==> src/rtl/pca9548a_target.sv <==
// PCA9548A channel-register model: I2C target on oversampled SCL/SDA that
// latches the channel byte on writes and returns it on reads.
module pca9548a_target #(
  parameter logic [6:0] ADDR          = 7'd116,
  parameter logic [7:0] CHANNEL_RESET = 8'h00,
  parameter logic [3:0] FILTER_CYCLES = 4'd3,
  parameter logic [7:0] HOLD_CYCLES   = 8'd30
) (
  input  logic       SYSCLK_IN,
  input  logic       RESET_IN,
  input  logic       I2C_SCLK_IN,
  input  logic       SDI_I2CS,
  output logic       SDO_I2CS,
  output logic       SDT_I2CS,
  output logic [7:0] CHANNEL_OUT,
  output logic       CHANNEL_WE,
  output logic       BUSY
);

  typedef enum logic [2:0] {
    S_IDLE, S_ADDR, S_ADDR_ACK, S_WR_DATA, S_WR_ACK, S_RD_DATA, S_RD_ACK, S_IGNORE
  } state_t;

  logic [1:0] scl_sync_q, sda_sync_q;
  logic [3:0] scl_cnt_q, sda_cnt_q;
  logic       scl_f_q, sda_f_q, scl_p_q, sda_p_q;

  state_t     state_q;
  logic [7:0] shift_q, chan_q, hold_cnt_q;
  logic [2:0] bit_cnt_q;
  logic       rw_q, we_q, busy_q, sdt_q, pend_q, armed_q;

  logic       scl_rise, scl_fall, start_ev, stop_ev, pend_d;
  logic [7:0] rx_byte;

  // Synchronise, then only accept a new level after FILTER_CYCLES agreeing samples.
  always_ff @(posedge SYSCLK_IN or posedge RESET_IN) begin
    if (RESET_IN) begin
      scl_sync_q <= '1;
      sda_sync_q <= '1;
      scl_cnt_q  <= '0;
      sda_cnt_q  <= '0;
      scl_f_q    <= 1'b1;
      sda_f_q    <= 1'b1;
      scl_p_q    <= 1'b1;
      sda_p_q    <= 1'b1;
    end else begin
      scl_sync_q <= {scl_sync_q[0], I2C_SCLK_IN};
      sda_sync_q <= {sda_sync_q[0], SDI_I2CS};
      if (scl_sync_q[1] == scl_f_q) begin
        scl_cnt_q <= '0;
      end else if (scl_cnt_q == FILTER_CYCLES - 4'd1) begin
        scl_f_q   <= scl_sync_q[1];
        scl_cnt_q <= '0;
      end else begin
        scl_cnt_q <= scl_cnt_q + 4'd1;
      end
      if (sda_sync_q[1] == sda_f_q) begin
        sda_cnt_q <= '0;
      end else if (sda_cnt_q == FILTER_CYCLES - 4'd1) begin
        sda_f_q   <= sda_sync_q[1];
        sda_cnt_q <= '0;
      end else begin
        sda_cnt_q <= sda_cnt_q + 4'd1;
      end
      scl_p_q <= scl_f_q;
      sda_p_q <= sda_f_q;
    end
  end

  // START/STOP need SCL high on both sides of the SDA edge, so a joint change is a data bit.
  assign scl_rise = scl_f_q & ~scl_p_q;
  assign scl_fall = ~scl_f_q & scl_p_q;
  assign start_ev = scl_f_q & scl_p_q & sda_p_q & ~sda_f_q;
  assign stop_ev  = scl_f_q & scl_p_q & ~sda_p_q & sda_f_q;
  assign rx_byte  = {shift_q[6:0], sda_f_q};

  always_comb begin
    pend_d = 1'b1;
    case (state_q)
      S_ADDR_ACK, S_WR_ACK: pend_d = 1'b0;
      S_RD_DATA:            pend_d = shift_q[7];
      default:              pend_d = 1'b1;
    endcase
  end

  always_ff @(posedge SYSCLK_IN or posedge RESET_IN) begin
    if (RESET_IN) begin
      state_q    <= S_IDLE;
      shift_q    <= '0;
      chan_q     <= CHANNEL_RESET;
      hold_cnt_q <= '0;
      bit_cnt_q  <= '0;
      rw_q       <= 1'b0;
      we_q       <= 1'b0;
      busy_q     <= 1'b0;
      sdt_q      <= 1'b1;
      pend_q     <= 1'b1;
      armed_q    <= 1'b0;
    end else begin
      we_q <= 1'b0;
      if (start_ev) begin
        state_q   <= S_ADDR;
        bit_cnt_q <= '0;
        busy_q    <= 1'b0;
        sdt_q     <= 1'b1;
        armed_q   <= 1'b0;
      end else if (stop_ev) begin
        state_q <= S_IDLE;
        busy_q  <= 1'b0;
        sdt_q   <= 1'b1;
        armed_q <= 1'b0;
      end else begin
        if (scl_rise) begin
          case (state_q)
            S_ADDR: begin
              shift_q   <= rx_byte;
              bit_cnt_q <= bit_cnt_q + 3'd1;
              if (bit_cnt_q == 3'd7) begin
                if (rx_byte[7:1] == ADDR) begin
                  state_q <= S_ADDR_ACK;
                  rw_q    <= rx_byte[0];
                  busy_q  <= 1'b1;
                end else begin
                  state_q <= S_IGNORE;
                end
              end
            end
            S_ADDR_ACK: begin
              bit_cnt_q <= '0;
              if (rw_q) begin
                shift_q <= chan_q;
                state_q <= S_RD_DATA;
              end else begin
                state_q <= S_WR_DATA;
              end
            end
            S_WR_DATA: begin
              shift_q   <= rx_byte;
              bit_cnt_q <= bit_cnt_q + 3'd1;
              if (bit_cnt_q == 3'd7) begin
                chan_q  <= rx_byte;
                we_q    <= 1'b1;
                state_q <= S_WR_ACK;
              end
            end
            S_WR_ACK: state_q <= S_WR_DATA;
            S_RD_DATA: begin
              shift_q   <= {shift_q[6:0], 1'b0};
              bit_cnt_q <= bit_cnt_q + 3'd1;
              if (bit_cnt_q == 3'd7) state_q <= S_RD_ACK;
            end
            S_RD_ACK: begin
              bit_cnt_q <= '0;
              if (!sda_f_q) begin
                shift_q <= chan_q;
                state_q <= S_RD_DATA;
              end else begin
                state_q <= S_IGNORE;
              end
            end
            default: ;
          endcase
        end
        // SDA changes HOLD_CYCLES after the filtered SCL fall (fall cycle = 0).
        if (scl_fall) begin
          if (HOLD_CYCLES <= 8'd1) begin
            sdt_q <= pend_d;
          end else begin
            pend_q     <= pend_d;
            hold_cnt_q <= 8'd1;
            armed_q    <= 1'b1;
          end
        end else if (armed_q) begin
          if (hold_cnt_q >= HOLD_CYCLES - 8'd1) begin
            sdt_q   <= pend_q;
            armed_q <= 1'b0;
          end else begin
            hold_cnt_q <= hold_cnt_q + 8'd1;
          end
        end
      end
    end
  end

  assign SDO_I2CS    = 1'b0;
  assign SDT_I2CS    = sdt_q;
  assign CHANNEL_OUT = chan_q;
  assign CHANNEL_WE  = we_q;
  assign BUSY        = busy_q;

endmodule

==> config.mk <==
export PLATFORM = sky130hd
export DESIGN_NAME = pca9548a_target
export DESIGN_NICKNAME = d
export VERILOG_FILES = /design/src/rtl/pca9548a_target.sv
export SDC_FILE = /design/constraint.sdc
export NUM_CORES = 1
export LEC_CHECK = 0
export ABC_AREA = 1
export BUFFER_PORTS_ARGS = -buffer_cell sky130_fd_sc_hd__buf_2
export CAP_MARGIN = 0
export CORE_MARGIN = 2
export CORE_UTILIZATION = 50
export DETAILED_ROUTE_END_ITERATION = 8
export MAX_ROUTING_LAYER = met4
export PLACE_DENSITY = 0.69
export SKIP_CTS_REPAIR_TIMING = 1
export SYNTH_ARGS = -nofsm -noshare
export SYNTH_HDL_FRONTEND = slang
export SYNTH_SLANG_ARGS = --single-unit
==> constraint.sdc <==
create_clock -name SYSCLK_IN -period 2.4 [get_ports SYSCLK_IN]
set_clock_uncertainty 0.15 [all_clocks]
set_input_delay 0 -clock SYSCLK_IN [delete_from_list [all_inputs] [get_ports SYSCLK_IN]]
set_output_delay 0 -clock SYSCLK_IN [all_outputs]
set_load 0.005 [all_outputs]
==> results of run 1 <==
## power groups by stage
stage / sequential, mW / clock (mW) / combinational, mW
final: 1.34 / 0.491 / 1.40
after global routing: 1.38 / 0.554 / 1.61
after CTS: 1.34 / 0.518 / 1.40
after detailed placement: 1.36 / 0 / 1.40
after global placement: 1.35 / 0 / 1.37
after floorplan: 1.31 / 0 / 1.20
## critical path, cell delays in order, from the launching register on
cell	delay, ns
dfstp_2	0.57
inv_1	0.09
nor3_2	0.22
nand3_1	0.46
o21ai_0	0.32
## worst max-delay path by stage
stage,start,to,slack (ns)
floorplan,scl_f_q,CHANNEL_OUT[2],0.84
global placement,scl_f_q,CHANNEL_OUT[4],0.61
detailed placement,scl_f_q,CHANNEL_OUT[1],0.51
CTS,scl_f_q,CHANNEL_OUT[1],0.48
global route,bit_cnt_q[1],CHANNEL_OUT[7],0.17
finish,scl_f_q,CHANNEL_OUT[1],0.50
## final cells by class
class	count	area share (%)
Sequential cell	52	46.5
Multi-Input combinational cell	212	38.7
Inverter	35	4.65
Timing Repair Buffer	18	3.81
Clock buffer	8	3.19
Tap cell	70	3.10
## per-layer routing
| metal | track usage (%) | up-vias | share of wire [%] |
|---|---|---|---|
| met1 | 24.3 | 898 | 49 |
| met5 | - | - | 0 |
| met2 | 26.9 | 28 | 46 |
| met4 | 5.65 | 0 | 1.3 |
| met3 | 4.23 | 7 | 3.3 |
| li1 | - | 997 | - |
## per-stage QoR
step / setup WS, ns / power [mW] / area (um2) / cells / hold WS [ns]
global placement: 0.606 / 2.72 / 2700 / 384 / -0.0443
CTS: 0.479 / 3.26 / 2790 / 392 / -0.373
finish: 0.503 / 3.23 / 2820 / 395 / 0.190
detailed placement: 0.508 / 2.75 / 2700 / 384 / -0.0430
floorplan: 0.835 / 2.51 / 2580 / 303 / -0.146
global route: 0.168 / 3.55 / 2820 / 395 / 0.174
## registers in the layout (all words and copies together), names as in the netlist
signal / flops
hold_cnt_q: 8
CHANNEL_WE: 1
SDT_I2CS: 1
scl_cnt_q: 4
bit_cnt_q: 3
sda_cnt_q: 4
pend_q: 1
state_q: 3
sda_f_q: 1
scl_sync_q: 2
armed_q: 1
CHANNEL_OUT: 8
sda_p_q: 1
BUSY: 1
shift_q: 8
scl_p_q: 1
scl_f_q: 1
rw_q: 1
sda_sync_q: 2
## logic make-up (layout without fill, tap and decap cells)
logic type,after synthesis,count (layout),synth area share (%)
simple gates,162,162,27.6
fa+ha+maj,9,9,4.37
other cells,1,1,0.145
xor+xnor,7,7,2.38
buf+inv,39,61,6.65
flops,52,52,50.9
compound gates,33,33,7.96
## cells in the final DEF (no fill, tap or decap), drive strengths merged
cell type	synthesis	final
a21oi	12	12
buf	4	15
nand4	2	2
nor2	43	43
dlygate4sd3	0	3
dfrtp	42	42
o21bai	1	1
xnor2	3	3
nand3	27	27
nand2	86	86
nand3b	2	2
conb	1	1
dfstp	10	10
inv	35	35
nor3b	1	1
clkbuf	0	8
xor2	4	4
o21ai	20	20
nor3	1	1
ha	9	9
==> summary.md, run 1 <==
| Metric | Value |
|---|---|
| Status | `complete, no violations` |
| Relative slew slack | `57.8%` |
| Peak VDD IR | `553 uV` |
| Worst r2r path cells | `4` |
| Final Wtd Congestion | `0.865` |
| Final period utilization | `79.0%` |
| Yosys warning count | `0` |
| Sequential cell area | `0.00131 mm2` |
| WL final | `4.35 mm` |
| Hold Crit Class | `in2reg` |
| Pleak | `1.47 nW` |
| ANT nets after route | `0` |
| Die area | `0.00575 mm2` |
| Initial Util | `51.1%` |
| Fin Setup TNS | `0 ns` |
| Layout Nets | `337` |
| Max Buffers Root-to-Sink | `2` |
| Top_reg_cell synth | `dfrtp_1` |
| EDFF count, synth | `0` |
| Hold path cells | `2` |
| Port Buffer Count | `14` |
| Clk pin slew, worst setup/hold paths | `0.08 ns` |
| Fin util | `56.0%` |
| Final setup fails | `0` |
| Synth top area cells | `dfrtp_1, nand2_1, dfstp_2` |
| Mapped Cells | `303` |
| CTS buffer count | `5` |
| Hold Vio Cnt, Final | `0` |
| CP Launch Type | `flip-flop` |
| Sequential area share after synthesis | `50.9%` |
| Area leader, netlist | `dfrtp_1` |
| Syn Nets | `316` |
| Grt ovf | `0` |
| Post-layout min period | `1.90 ns` |
| F_max | `527 MHz` |
| Largest net degree at the start of global routing | `53` |
| CTS tree | `yes` |
| Post-DR wirelength/cell | `11.0 um` |
| # fillers | `493` |
| DR pass1 iterations | `4` |
| NetSw | `1.39 mW` |
| Worst reg2reg path startpoint | `scl_f_q` |
| Post-synth top cells | `nand2_1, dfrtp_1, nor2_1, inv_1, nand3_1` |
| Initial antenna violation count | `0` |
| Total number of vias | `1930` |
| Reg-to-reg slack, setup | `0.50 ns` |
| CP endpoint kind | `flip-flop` |
| Max-Cap Viols | `0` |
| ANT cells | `0` |
| HP Start | `I2C_SCLK_IN` |
| Drt via density | `4.89` |
| Critical path class | `reg2reg` |
| Clk pwr share | `15.2%` |
| Die Span Y | `75.8 um` |
| I/O pin total | `16` |
| GRT Util Overall | `18.0%` |
| Share of cells above drive strength 1 | `16.3%` |
| Syn Std Cell Area | `0.00258 mm2` |
| Reg2reg end | `CHANNEL_OUT[1]` |
| WP data required | `2.46 ns` |
| Worst Hold End | `scl_sync_q[0]` |
| Yosys reg bits | `52` |
| Multi-input gate area | `0.00109 mm2` |
| Die X-Extent | `75.8 um` |
| Core Region | `0.00504 mm2` |
| Fin. max-slew vios | `0` |
| Pint | `1.84 mW` |
| Post-synthesis cell type count | `28` |
| Mean post-synth cell area | `8.51 um2` |
| Crit path DAT | `1.96 ns` |
| RSZ-0062 raised after global routing | `no` |
| Net Sw Frac | `43.0%` |
| Vias in the first global route | `1729` |
| PD cells | `1140 mW/mm2` |
| HPWL Detailed | `3.07 mm` |
| Sequential group share of total power | `41.5%` |
| CP Max Fanout | `17` |
| Comb pwr share | `43.3%` |
| Area Growth Syn to Fin | `9.51%` |
| Post-route DRC | `0` |
| Synth top area share | `40.8%` |
| H-Tree Depth | `2` |
| Count leader, synth | `nand2_1` |
| # rows | `26` |
| CTS Sinks | `52` |
| DR iter-0 viols | `70` |
| First-pass GRT wire length | `7.62 mm` |
| Clk root buf | `clkbuf_8` |
| Skew-Pair Late Insertion Delay | `0.30 ns` |
| Worst Tran Pin Value | `0.633 ns` |
| FFs w/ async S/R, synth | `100%` |
Power figures use the tool's default switching activity.
==> inputs of run 2 (changes only) <==
--- a/config.mk
+++ b/config.mk
@@ -5,14 +5,14 @@
 export SDC_FILE = /design/constraint.sdc
 export NUM_CORES = 1
 export LEC_CHECK = 0
-export ABC_AREA = 1
+export ABC_AREA = 0
 export BUFFER_PORTS_ARGS = -buffer_cell sky130_fd_sc_hd__buf_2
 export CAP_MARGIN = 0
 export CORE_MARGIN = 2
 export CORE_UTILIZATION = 50
 export DETAILED_ROUTE_END_ITERATION = 8
 export MAX_ROUTING_LAYER = met4
-export PLACE_DENSITY = 0.69
+export PLACE_DENSITY = 0.71
 export SKIP_CTS_REPAIR_TIMING = 1
 export SYNTH_ARGS = -nofsm -noshare
 export SYNTH_HDL_FRONTEND = slang
==> constraint.sdc (replaced) <==
create_clock -name SYSCLK_IN -period 1.6 [get_ports SYSCLK_IN]
set_clock_uncertainty 0.15 [all_clocks]
set_input_delay 0 -clock SYSCLK_IN [delete_from_list [all_inputs] [get_ports SYSCLK_IN]]
set_output_delay 0 -clock SYSCLK_IN [all_outputs]
set_load 0.005 [all_outputs]
==> run 2 against run 1 <==
Compared with the run above: the run now ends with negative setup slack left; largest power group unchanged; highest routed layer unchanged; count of clock-buffer cells in the layout shrank 1; register-to-register slack lost 0.78 ns; critical path type unchanged; maximum frequency grew 1.3%.
==> summary.md, run 2 <==
| Metric | Value |
|---|---|
| Sequential group share of total power | `31.1% (-10 points)` |
| Yosys warning count | `0 (unchanged)` |
| Placement Setup Slack | `-0.316 ns (-0.824 ns)` |
| HPWL Detailed | `3.76 mm (+22%)` |
| Fin. max-slew vios | `0 (unchanged)` |
| Mapped Cells | `244 (-19%)` |
| Yosys reg bits | `52 (unchanged)` |
| DR pass1 iterations | `4 (unchanged)` |
| Die area | `0.00592 mm2 (+2.9%)` |
| Sequential area share after synthesis | `49.4% (-1.5 points)` |
| Hold Vio Cnt, Final | `0 (unchanged)` |
| Commonest cells after routing, fill and taps aside | `buf_4, dfrtp_1, nor2_1` |
| Total power | `6.90 mW (+110%)` |
| Post-route DRC | `0 (unchanged)` |
| Fin Setup TNS | `-5.31 ns (-5.31 ns)` |
| CP Max Fanout | `5 (-12)` |
| Count leader, synth | `dfrtp_1` |
| Max-Cap Viols | `0 (unchanged)` |
| Core Region | `0.00511 mm2 (+1.3%)` |
| NetSw | `2.82 mW (+100%)` |
| EDFF count, synth | `0 (unchanged)` |
| Syn Nets | `257 (-19%)` |
| Area leader, netlist | `dfrtp_1` |
| Post-layout min period | `1.87 ns (-0.0247 ns)` |
| ANT cells | `0 (unchanged)` |
| Die Span Y | `76.9 um (+1.5%)` |
| Initial Util | `52.1% (+0.92 points)` |
| Clk pin slew, worst setup/hold paths | `0.09 ns (about the same)` |
| Skew-Pair Late Insertion Delay | `0.30 ns (about the same)` |
| Port Buffer Count | `14 (unchanged)` |
| I/O pin total | `16 (unchanged)` |
| Syn Std Cell Area | `0.00266 mm2 (+3.1%)` |
| CP endpoint kind | `flip-flop` |
| RSZ-0062 raised after global routing | `yes` |
| Vias in the first global route | `1921 (+11%)` |
| Final setup fails | `29 (+29)` |
| CTS buffer count | `5 (unchanged)` |
| ANT nets after route | `0 (unchanged)` |
| Placed inst area | `0.00319 mm2 (+18%)` |
| Critical path class | `reg2reg` |
| Drt via density | `5.45 (+12%)` |
| Area Growth Syn to Fin | `37.6%` |
| Share of cells above drive strength 1 | `49.4% (+33 points)` |
| FFs w/ async S/R, synth | `100% (unchanged)` |
| Synth top area cells | `dfrtp_1, dfstp_2, mux2_2` |
| Top_reg_cell synth | `dfrtp_1` |
| Layout Nets | `332 (-1.5%)` |
| DR iter-0 viols | `156 (+120%)` |
| WL final | `6.09 mm (+40%)` |
| Peak VDD IR | `1070 uV (+94%)` |
| Final Wtd Congestion | `0.880 (+1.8%)` |
| First-pass GRT wire length | `8.70 mm (+14%)` |
| Pleak | `1.70 nW (+16%)` |
| Final period utilization | `117% (+38 points)` |
| Post-synthesis cell type count | `55 (+96%)` |
| # rows | `26 (unchanged)` |
| CTS tree | `yes` |
| Design Area, Final | `0.00366 mm2 (+30%)` |
| Grt ovf | `0 (unchanged)` |
| Mean post-synth cell area | `10.9 um2 (+28%)` |
| PD cells | `1890 mW/mm2 (+65%)` |
| CTS Sinks | `52 (unchanged)` |
| CP Launch Type | `flip-flop` |
| Pint | `4.09 mW (+120%)` |
| F_max | `534 MHz (+1.3%)` |
| Post-DR wirelength/cell | `15.6 um (+42%)` |
| WP data required | `1.64 ns (-0.82 ns)` |
| Initial antenna violation count | `0 (unchanged)` |
| Status | `complete, but fails checks` |
| GRT Util Overall | `19.0% (+0.98 points)` |
| Commonest non-fill, non-tap cell in the layout | `buf_4` |
| Net Sw Frac | `40.8% (-2.2 points)` |
| Clk root buf | `clkbuf_8` |
| Post-synth top cells | `dfrtp_1, nor2_1, nand2_1, a21oi_1, inv_1` |
| Comb pwr share | `58.4% (+15 points)` |
| Clk pwr share | `10.5% (-4.7 points)` |
| Die X-Extent | `76.9 um (+1.5%)` |
| Max Buffers Root-to-Sink | `2 (unchanged)` |
| Failing checks | `negative setup slack` |
| Hold Crit Class | `in2async` |
| Crit path DAT | `1.92 ns (-0.04 ns)` |
| Worst setup margin | `-0.272 ns (-0.775 ns)` |
| Largest net degree at the start of global routing | `53 (unchanged)` |
| Synth top area share | `39.5% (-1.2 points)` |
| Total number of vias | `2127 (+10%)` |
| H-Tree Depth | `2 (unchanged)` |
==> run 2: cell types whose count changed in the layout (fill, tap and decap cells not counted), sizes merged, moves of 9 or more <==
cell and change:
buf +60, inv -23, mux2 +12, mux2i +9
nand2 -71, nand3 -18, nor2 -15, o21ai -13
==> run 2: per-layer routing <==
metal,wire [um],global-route usage (%),vias up
met4,121,7.27,0
met2,3030,30.5,42
li1,-,-,1013
met3,215,3.53,13
met5,0,-,-
met1,2720,23.9,1059
==> run 2: cells by family after synthesis <==
| family | count (synthesis) | synth area share (%) |
|---|---|---|
| muxes | 21 | 8.61 |
| xor gates and xnor gates | 8 | 2.92 |
| other | 1 | 0.141 |
| and+or+nand+nor | 79 | 15.9 |
| DFF | 52 | 49.4 |
| adders and majority gates | 9 | 4.24 |
| AOI/OAI and AO/OA | 50 | 14.2 |
| buffers and inverters | 24 | 4.66 |
==> run 2: worst max-delay path, cell delays in order, from the launching register on <==
cell and delay [ns]:
dfrtp_1 0.40, ha_4 0.16, ha_4 0.12, and4bb_2 0.25, nand2_2 0.08, nor2_4 0.14, buf_6 0.16, mux2_4 0.30
==> run 2: path summary, 6_finish.rpt <==
kind                                  endpoint           from  slack (ns)  depth (start not counted)
min in group SYSCLK_IN           sda_sync_q[0]       SDI_I2CS        0.19                          2
worst min-delay path              scl_cnt_q[2]       RESET_IN        0.12                          4
worst max register to register  CHANNEL_OUT[4]   bit_cnt_q[1]       -0.27                          7
worst max-delay path            CHANNEL_OUT[4]   bit_cnt_q[1]       -0.27                          7
worst min register to register   scl_sync_q[1]  scl_sync_q[0]        0.21                          0
max in group asynchronous              sda_p_q       RESET_IN        0.87                          4
==> run 2: layout make-up <==
type / count / area (um2)
multi-input combinational: 169 / 1500
fill: 372 / 1450
sequential: 52 / 1320
timing repair buffer: 79 / 628
tap: 70 / 87.6
clock buffer: 7 / 76.3
inverter: 12 / 47.5
clock inverter: 1 / 5.00
==> run 2: metrics by stage <==
stage	hold WS, ns	utilization [%]	std cells
4_1_cts	-0.408	64.1	374
3_5_place_dp	-0.0744	62.5	366
5_1_grt	0.182	71.6	390
3_3_place_gp	-0.0868	62.5	366
2_1_floorplan	-0.146	-	244
6_report	0.116	71.6	390
==> run 2: power groups by stage <==
stage | Combinational [mW] | Clock, mW | Sequential (mW)
2_1_floorplan | 2.24 | 0 | 2.08
3_3_place_gp | 3.13 | 0 | 2.11
3_5_place_dp | 3.22 | 0 | 2.13
4_1_cts | 3.24 | 0.741 | 2.11
5_1_grt | 4.37 | 0.780 | 2.20
6_report | 4.03 | 0.728 | 2.15
==> inputs of run 3 (changes only) <==
--- a/config.mk
+++ b/config.mk
@@ -12,7 +12,7 @@
 export CORE_UTILIZATION = 50
 export DETAILED_ROUTE_END_ITERATION = 8
 export MAX_ROUTING_LAYER = met4
-export PLACE_DENSITY = 0.71
+export PLACE_DENSITY = 0.69
 export SKIP_CTS_REPAIR_TIMING = 1
 export SYNTH_ARGS = -nofsm -noshare
 export SYNTH_HDL_FRONTEND = slang
==> constraint.sdc (replaced) <==
create_clock -name SYSCLK_IN -period 2 [get_ports SYSCLK_IN]
set_clock_uncertainty 0.15 [all_clocks]
set_input_delay 0 -clock SYSCLK_IN [delete_from_list [all_inputs] [get_ports SYSCLK_IN]]
set_output_delay 0 -clock SYSCLK_IN [all_outputs]
set_load 0.005 [all_outputs]
==> run 3 against run 2 <==
Compared with the run above: the run now ends clean; utilization is 13 points lower; critical path depth decreased by 1; sequential power decreased by 19%; hold slack gained 0.024 ns; register-to-register slack gained 0.34 ns; flip-flop and latch count unchanged; maximum frequency shrank 3.3%; power is 38% lower; non-clock buffer count decreased by 46; worst setup slack better by 0.34 ns; count of clock-buffer cells in the layout unchanged; die area unchanged.
==> summary.md, run 3 (synthesis gave the netlist of run 2 again) <==
| Metric | Value |
|---|---|
| Area Growth Syn to Fin | `13.1%` |
| Drt via density | `5.29 (-3.0%)` |
| Worst r2r path cells | `6 (-1)` |
| Post-route DRC | `0 (unchanged)` |
| Reg-to-reg slack, setup | `0.06 ns (+0.34 ns)` |
| CP Max Fanout | `5 (unchanged)` |
| Fin cells | `344 (-12%)` |
| Initial antenna violation count | `0 (unchanged)` |
| DR pass1 iterations | `4 (unchanged)` |
| Hold Vio Cnt, Final | `0 (unchanged)` |
| Final period utilization | `96.9% (-20 points)` |
| Largest net degree at the start of global routing | `28 (-47%)` |
| WL final | `4.73 mm (-22%)` |
| CTS tree | `yes` |
| Share of cells above drive strength 1 | `27.4% (-22 points)` |
| Die area | `0.00592 mm2 (unchanged)` |
| Post-DR wirelength/cell | `13.8 um (-12%)` |
| Commonest non-fill, non-tap cell in the layout | `dfrtp_1` |
| Core Region | `0.00511 mm2 (unchanged)` |
| Port Buffer Count | `14 (unchanged)` |
| Layout Nets | `286 (-14%)` |
| Worst reg2reg path startpoint | `bit_cnt_q[1]` |
| Final setup fails | `0 (-100%)` |
| Pleak | `1.42 nW (-17%)` |
| DR iter-0 viols | `57 (-63%)` |
| Final Wtd Congestion | `0.942 (+7.1%)` |
| Reg2reg end | `CHANNEL_OUT[6]` |
| Die Span Y | `76.9 um (unchanged)` |
| Total number of vias | `1820 (-14%)` |
| I/O pin total | `16 (unchanged)` |
| Grt ovf | `0 (unchanged)` |
| Clk root buf | `clkbuf_8` |
| Fin util | `58.9% (-13 points)` |
| Commonest cells after routing, fill and taps aside | `dfrtp_1, nor2_1, buf_4` |
| Peak VDD IR | `644 uV (-40%)` |
| Max-Cap Viols | `0 (unchanged)` |
| ANT cells | `0 (unchanged)` |
| CTS Sinks | `52 (unchanged)` |
| Crit path DAT | `1.99 ns (+0.07 ns)` |
| Critical path class | `reg2reg` |
| Die X-Extent | `76.9 um (unchanged)` |
| HPWL Detailed | `3.28 mm (-13%)` |
| CP Launch Type | `flip-flop` |
| Worst Tran Pin Value | `0.580 ns` |
| Fin. max-slew vios | `0 (unchanged)` |
| Skew-Pair Late Insertion Delay | `0.30 ns (about the same)` |
| Relative slew slack | `61.3%` |
| GRT Util Overall | `17.0% (-2.0 points)` |
| Clk pin slew, worst setup/hold paths | `0.09 ns (about the same)` |
| Placed insts | `329 (-10%)` |
| Initial Util | `52.1% (unchanged)` |
| Vias in the first global route | `1695 (-12%)` |
| F_max | `516 MHz (-3.3%)` |
| ANT nets after route | `0 (unchanged)` |
| Post-layout min period | `1.94 ns (+0.0648 ns)` |
| Max Buffers Root-to-Sink | `2 (unchanged)` |
| Hold Crit Class | `in2async` |
| Status | `complete, no violations` |
| WP data required | `2.05 ns (+0.41 ns)` |
| H-Tree Depth | `2 (unchanged)` |
| PD cells | `1430 mW/mm2 (-24%)` |
| CTS buffer count | `5 (unchanged)` |
| # rows | `26 (unchanged)` |
| First-pass GRT wire length | `7.80 mm (-10%)` |
| CP endpoint kind | `flip-flop` |
## run 3: cell count changes in the layout (fill, tap and decap cells not counted), moves of 3 or more
cell	previous run	this run
mux2_2	2	11
nor2_1	17	25
mux2_4	10	1
nor2_4	7	3
a21oi_2	13	3
buf_4	46	15
buf_6	14	0
ha_1	5	8
a21oi_1	2	12
nor2_2	4	0
## run 3: worst max-delay path, stage by stage (launching register included)
cell	delay, ns
dfrtp_1	0.36
ha_1	0.15
ha_2	0.20
and4bb_2	0.29
nand2_4	0.09
nor2_4	0.22
mux2_2	0.36
## run 3: stage by stage
step	TNS, ns	power (mW)	setup slack [ns]	cell area [um2]	hold WS, ns
floorplan	0	3.26	0.172	2660	-0.146
global placement	0	3.63	0.0855	2850	-0.0560
detailed placement	0	3.69	0.00764	2850	-0.0519
CTS	-0.0463	4.27	-0.0110	2930	-0.392
global route	-0.0133	4.64	-0.0117	3010	0.182
finish	0	4.31	0.0629	3010	0.140
## run 3: final cells by class
type	instances	area, um2
clock buffers	7	76.3
well taps	70	87.6
repair buffers	33	233
multi-input cells	169	1240
fillers	458	2100
inverters	12	45.0
flip-flops and latches	52	1320
clock inverters	1	5.00
## run 3: layer usage
| layer | wire (um) | vias up | GRT usage, % |
|---|---|---|---|
| li1 | - | 921 | - |
| met1 | 2350 | 872 | 22.0 |
| met2 | 2190 | 20 | 26.5 |
| met3 | 117 | 7 | 2.71 |
| met4 | 78 | 0 | 7.64 |
| met5 | 0 | - | - |
## run 3: how the worst max path moves through the flow
stage	startpoint	to	depth (start not counted)
CTS	bit_cnt_q[1]	CHANNEL_OUT[1]	6
global route	hold_cnt_q[0]	hold_cnt_q[3]	6
detailed placement	bit_cnt_q[1]	CHANNEL_OUT[6]	6
global placement	bit_cnt_q[1]	CHANNEL_OUT[5]	6
finish	bit_cnt_q[1]	CHANNEL_OUT[6]	6
floorplan	bit_cnt_q[0]	CHANNEL_OUT[0]	6
## run 3: where the power goes
group	switching, mW	internal (mW)
Combinational	1.06	0.932
Sequential	0.335	1.41
Clock	0.321	0.246
Total	1.72	2.59
